<file path="src/rtl/data_bus_ctrl_pkg.sv">
// Shared defines for the data/instruction bus controllers: FSM encodings,
// pipeline stall-vector layout and legacy enable/zero constants.
package data_bus_ctrl_pkg;

    localparam logic [1:0] DBUS_IDLE = 2'd0;
    localparam logic [1:0] DBUS_BUSY = 2'd1;
    localparam logic [1:0] DBUS_HOLD = 2'd2;

    localparam int unsigned MEM_STALL_BIT = 4;

    localparam logic        WriteEnable = 1'b1;
    localparam logic        ChipEnable  = 1'b1;
    localparam logic [31:0] ZeroWord    = 32'h0000_0000;

endpackage

</file>
<file path="src/rtl/data_bus_ctrl.sv">
// Data-side Wishbone-classic master: turns a MEM-stage request into one bus
// cycle, stalls the pipeline until ack and keeps read data while stalled.
module data_bus_ctrl
    import data_bus_ctrl_pkg::*;
#(
    parameter int ADDR_W = 32,
    parameter int DATA_W = 32
) (
    input  logic                  clk,
    input  logic                  rst,
    input  logic                  cpu_ce_i,
    input  logic                  cpu_we_i,
    input  logic [ADDR_W-1:0]     cpu_addr_i,
    input  logic [DATA_W/8-1:0]   cpu_sel_i,
    input  logic [DATA_W-1:0]     cpu_data_i,
    output logic [DATA_W-1:0]     cpu_data_o,
    output logic                  stall_req_o,
    input  logic [5:0]            stall_i,
    input  logic                  flush_i,
    output logic                  wb_cyc_o,
    output logic                  wb_stb_o,
    output logic                  wb_we_o,
    output logic [ADDR_W-1:0]     wb_adr_o,
    output logic [DATA_W/8-1:0]   wb_sel_o,
    output logic [DATA_W-1:0]     wb_dat_o,
    input  logic [DATA_W-1:0]     wb_dat_i,
    input  logic                  wb_ack_i
);

    logic [1:0]        state;
    logic [DATA_W-1:0] rd_buf;

    always_ff @(posedge clk) begin
        if (rst) begin
            state    <= DBUS_IDLE;
            wb_cyc_o <= 1'b0;
            wb_stb_o <= 1'b0;
            wb_we_o  <= 1'b0;
            wb_adr_o <= '0;
            wb_sel_o <= '0;
            wb_dat_o <= '0;
            rd_buf   <= '0;
        end else begin
            case (state)
                DBUS_IDLE: begin
                    if (cpu_ce_i == ChipEnable && !flush_i) begin
                        wb_cyc_o <= 1'b1;
                        wb_stb_o <= 1'b1;
                        wb_we_o  <= (cpu_we_i == WriteEnable);
                        wb_adr_o <= cpu_addr_i;
                        wb_sel_o <= cpu_sel_i;
                        wb_dat_o <= cpu_data_i;
                        state    <= DBUS_BUSY;
                    end
                end
                DBUS_BUSY: begin
                    // Flush wins over a coincident ack: the access is discarded.
                    if (flush_i) begin
                        wb_cyc_o <= 1'b0;
                        wb_stb_o <= 1'b0;
                        wb_we_o  <= 1'b0;
                        state    <= DBUS_IDLE;
                    end else if (wb_ack_i) begin
                        rd_buf   <= wb_dat_i;
                        wb_cyc_o <= 1'b0;
                        wb_stb_o <= 1'b0;
                        wb_we_o  <= 1'b0;
                        state    <= stall_i[MEM_STALL_BIT] ? DBUS_HOLD : DBUS_IDLE;
                    end
                end
                DBUS_HOLD: begin
                    if (!stall_i[MEM_STALL_BIT] || flush_i) begin
                        state <= DBUS_IDLE;
                    end
                end
                default: state <= DBUS_IDLE;
            endcase
        end
    end

    always_comb begin
        stall_req_o = 1'b0;
        cpu_data_o  = '0;
        if (!rst) begin
            case (state)
                DBUS_IDLE: stall_req_o = (cpu_ce_i == ChipEnable) && !flush_i;
                DBUS_BUSY: begin
                    if (!flush_i) begin
                        if (wb_ack_i) begin
                            cpu_data_o = wb_we_o ? '0 : wb_dat_i;
                        end else begin
                            stall_req_o = 1'b1;
                        end
                    end
                end
                DBUS_HOLD: cpu_data_o = rd_buf;
                default: ;
            endcase
        end
    end

endmodule

</file>
<file path="config.mk">
export PLATFORM = sky130hd
export DESIGN_NAME = data_bus_ctrl
export DESIGN_NICKNAME = d
export VERILOG_FILES = /design/src/rtl/data_bus_ctrl_pkg.sv /design/src/rtl/data_bus_ctrl.sv
export SDC_FILE = /design/constraint.sdc
export NUM_CORES = 1
export LEC_CHECK = 0
export BUFFER_PORTS_ARGS = -buffer_cell sky130_fd_sc_hd__buf_2
export CAP_MARGIN = 20
export CORE_ASPECT_RATIO = 1.5
export CORE_MARGIN = 2
export CORE_UTILIZATION = 41
export DETAILED_ROUTE_END_ITERATION = 10
export PLACE_DENSITY = 0.76
export SLEW_MARGIN = 5
export SYNTH_ARGS = -nofsm -noshare
export SYNTH_HDL_FRONTEND = slang
export SYNTH_SLANG_ARGS = --single-unit
</file>
<file path="constraint.sdc">
create_clock -name clk -period 1.5 [get_ports clk]
set_input_delay 0.15 -clock clk [delete_from_list [all_inputs] [get_ports clk]]
set_output_delay 0.15 -clock clk [all_outputs]
set_load 0.01 [all_outputs]
</file>
==> results by group <==
STA
  • Transition at the pin with the smallest max-transition slack: 0.586 ns
  • Summed negative setup slack over all endpoints: -15.78 ns
  • Worst rel slew slack: 60.9%
  • RSZ-0062 raised after global routing: true
  • Final clock period utilization by the worst path: 126%
  • Max Clk Rate: 0.527 GHz
  • Post-Route Hold Slack: 0.0434 ns
  • Worst Setup Slack, final: -0.397 ns
  • Count of final setup violators: 133
  • Fin. max-slew vios: 0
  • Worst Clk Skew: 0.00483 ns
  • Shortest clock period the worst path allows after layout: 1.90 ns
  • Final Hold Fails: 0

Critical path
  • Worst path arrival time: 1.75 ns
  • Critical Path Start Type: register
  • Critical path required time: 1.35 ns
  • Kind of critical path: reg2out
  • Reg-to-Reg End: wb_dat_o[21]
  • FF-to-FF path depth: 9
  • Origin of the critical flop-to-flop path: state[1]
  • Slack of the worst reg-to-reg path: -0.11 ns
  • Crit path max fanout: 8
  • Worst Setup End Kind: output port

GRT
  • GRT Resource Usage Total: 22.9%
  • Grt total ovfl: 0
  • Pin count of the biggest net entering global routing: 57
  • Via count of the first global-routing pass: 4563
  • Initial antenna violation count: 0
  • First-pass GRT wire length: 20800 um

Outcome
  • Violations in the final reports: setup timing
  • Result of the run: finished, violations left

Synth
  • Synth area leaders: sky130_fd_sc_hd__dfxtp_1 (49%), sky130_fd_sc_hd__nand2_1 (18%), sky130_fd_sc_hd__a21oi_1 (12%), sky130_fd_sc_hd__a22oi_1 (4.9%), sky130_fd_sc_hd__nor2_1 (3.1%)
  • Synth area leader: sky130_fd_sc_hd__dfxtp_1
  • Flop and latch count out of synthesis: 104
  • Number of enable flip-flop cells after synthesis: 0
  • Share of the synthesized area in the top cell type: 48.6%
  • Post-synthesis sequential area ratio: 48.6%
  • Share of flip-flops with an asynchronous set or reset after synthesis: 0%
  • Mapped Area: 4280 um2
  • Count of distinct cell types in the synthesized netlist: 28
  • Main combinational cell family by area after synthesis: simple AND/OR/NAND/NOR gates
  • Share of synthesized cell area in full adder, half adder and majority cells: 0.877%
  • Yosys warns: 0
  • Synthesized net count: 661
  • Mux contribution to synthesized area: 0.468%
  • Average footprint of a synthesized cell: 7.84 um2
  • Parity-gate share of the synthesized area counting xor and xnor cells: 0%
  • Most used DFF post-synth: sky130_fd_sc_hd__dfxtp_1
  • Most numerous cell types in the synthesized netlist: sky130_fd_sc_hd__nand2_1 (200), sky130_fd_sc_hd__dfxtp_1 (104), sky130_fd_sc_hd__a21oi_1 (102), sky130_fd_sc_hd__nor2_1 (35), sky130_fd_sc_hd__a22oi_1 (28)
  • Share of the synthesized area in compound gates (AO/OA/AOI/OAI): 19.1%
  • Number of instances in the synthesized netlist: 546
  • Count leader, synth: sky130_fd_sc_hd__nand2_1
  • Post-synthesis share of cell area spent on and, or, nand and nor gates: 23.8%

Power
  • Peak ir drop on the vdd network: 0.782 mV
  • Total power per unit cell area: 1070 nW/um2
  • Leakage power total: 3.14 nW

Final layout
  • Number of antenna cells inserted: 0
  • Area added between synthesis and finish: 65.3%
  • Fraction of layout cells with a size suffix above 1: 56.1%
  • Number of nets in the layout: 886
  • Final-layout fill cell count: 777

Floorplanning
  • # IOs: 216
  • Die Footprint: 11300 um2
  • Chip Width: 87.4 um
  • Height of the die: 129 um
  • Count of standard-cell rows: 45
  • Total core area: 10100 um2
  • Initial standard-cell utilization of the core: 42.2%

CTS
  • Insertion delay to the later sink of the worst-skew pair: 0.34 ns
  • Maximum buffer depth of the clock tree: 2
  • Num Clock Sinks: 104
  • Count of H-tree levels built during CTS: 3
  • Buffer cell driving the clock tree root: sky130_fd_sc_hd__clkbuf_16
  • Clock slew at the register clock pins of the worst setup and hold paths: 0.07 ns
  • Hold bufs inserted after CTS: 0
  • Cts bufs inserted: 9
  • CTS tree: built

Placed design
  • Hpwl dp: 8110 um
  • Final weighted congestion in routability-driven placement: 0.734
  • Port buffer count: 210
  • Worst Setup Slack post-DPL: -0.0787 ns

Job
  • Max-cap viol count: 0

Worst hold path
  • Classification of the worst-slack hold path: in2reg
  • Cell depth of the worst hold path: 3
  • End of the worst hold path: wb_dat_o[5]
  • Hold Startpoint: cpu_data_i[5]

Routing
  • Iteration-0 DRC count of the detailed router: 211
  • Detail Route Antenna Nets: 0
  • Vias after detailed routing: 4813
  • Wire length reported by the detailed router: 15400 um
  • Number of optimization iterations in the first detailed-route pass: 5
  • Wirelength per Cell: 17.3 um
  • Via density: 5.40
  • Total DRC errors in the routed layout: 0
==> cells in the final DEF, fill, tap and decap left out, drive strengths merged, types with 2 or more instances in the layout <==
cell type and instances:
buf 256, nand2 200, dfxtp 104, a21oi 102, nor2 35, a22oi 32, clkbuf 14, nand2b 4
clkinv 4, ha 3, nand3b 3, inv 2, and3b 2, or2b 2, and2b 2, mux2i 2
==> routing by layer <==
| metal | vias up | global-route usage, % | share of wire, % |
|---|---|---|---|
| met2 | 235 | 42.9 | 56 |
| met5 | - | 0 | 0 |
| li1 | 2256 | - | - |
| met3 | 34 | 5.10 | 6.3 |
| met1 | 2288 | 24.7 | 35 |
| met4 | 0 | 8.05 | 2.2 |
==> worst max-delay path, stage by stage (launching register included) <==
cell,delay (ns)
sky130_fd_sc_hd__dfxtp_2,0.32
sky130_fd_sc_hd__inv_2,0.07
sky130_fd_sc_hd__ha_4,0.14
sky130_fd_sc_hd__nor4bb_4,0.19
sky130_fd_sc_hd__buf_6,0.19
sky130_fd_sc_hd__buf_12,0.14
sky130_fd_sc_hd__a22oi_2,0.06
sky130_fd_sc_hd__nor2_2,0.13
sky130_fd_sc_hd__buf_2,0.14
==> registers in the layout (all words and copies together), names as in the netlist <==
register and cells:
rd_buf 32, wb_dat_o 32, state 2, wb_we_o 1, wb_sel_o 4, wb_stb_o 1
wb_adr_o 32
==> power by group <==
| group | internal, mW | switching, mW |
|---|---|---|
| clock network | 1.33 | 1.00 |
| logic | 1.04 | 1.11 |
| registers | 2.96 | 0.119 |
==> cell families (layout without fill, tap and decap cells) <==
| group | Yosys count | in the layout |
|---|---|---|
| and+or+nand+nor | 251 | 251 |
| buffers and inverters | 48 | 277 |
| adders and majority gates | 3 | 3 |
| DFF | 104 | 104 |
| AOI/OAI and AO/OA | 138 | 138 |
| muxes | 2 | 2 |
==> worst max path at each step <==
stage | start | to | slack (ns) | cells after the start
global route | state[1] | cpu_data_o[15] | -0.48 | 8
detailed placement | state[0] | wb_we_o | -0.08 | 6
floorplan | state[0] | stall_req_o | 0.007 | 7
finish | state[1] | cpu_data_o[16] | -0.40 | 8
CTS | state[1] | cpu_data_o[14] | -0.38 | 9
global placement | state[1] | cpu_data_o[20] | -0.02 | 7
==> layout make-up <==
cell class	count	area [um2]	area share, %
Multi-Input combinational cell	394	2540	35.9
Clock buffer	10	239	3.38
Clock inverter	5	57.6	0.814
Timing Repair Buffer	260	2000	28.2
Sequential cell	104	2090	29.5
Tap cell	117	146	2.07
Inverter	2	7.51	0.106
==> per-stage QoR <==
| stage | total power [mW] | instance area [um2] | std cells | util, % |
|---|---|---|---|---|
| after global placement | 4.38 | 5420 | 844 | 53.4 |
| after global routing | 7.88 | 7070 | 892 | 69.8 |
| after detailed placement | 4.43 | 5420 | 844 | 53.4 |
| after floorplan | 3.92 | 4280 | 546 | - |
| final | 7.57 | 7070 | 892 | 69.8 |
| after CTS | 7.26 | 6520 | 887 | 64.4 |
==> repair_timing <==
action                     4_1_cts  5_1_grt
pin swaps                       11       25
hold endpoints to repair         0        0
gates cloned                    15        5
buffers inserted                14        2
setup endpoints to repair       99      134
gates resized for setup         94      121
No activity file was read; power rests on OpenSTA's default activity.
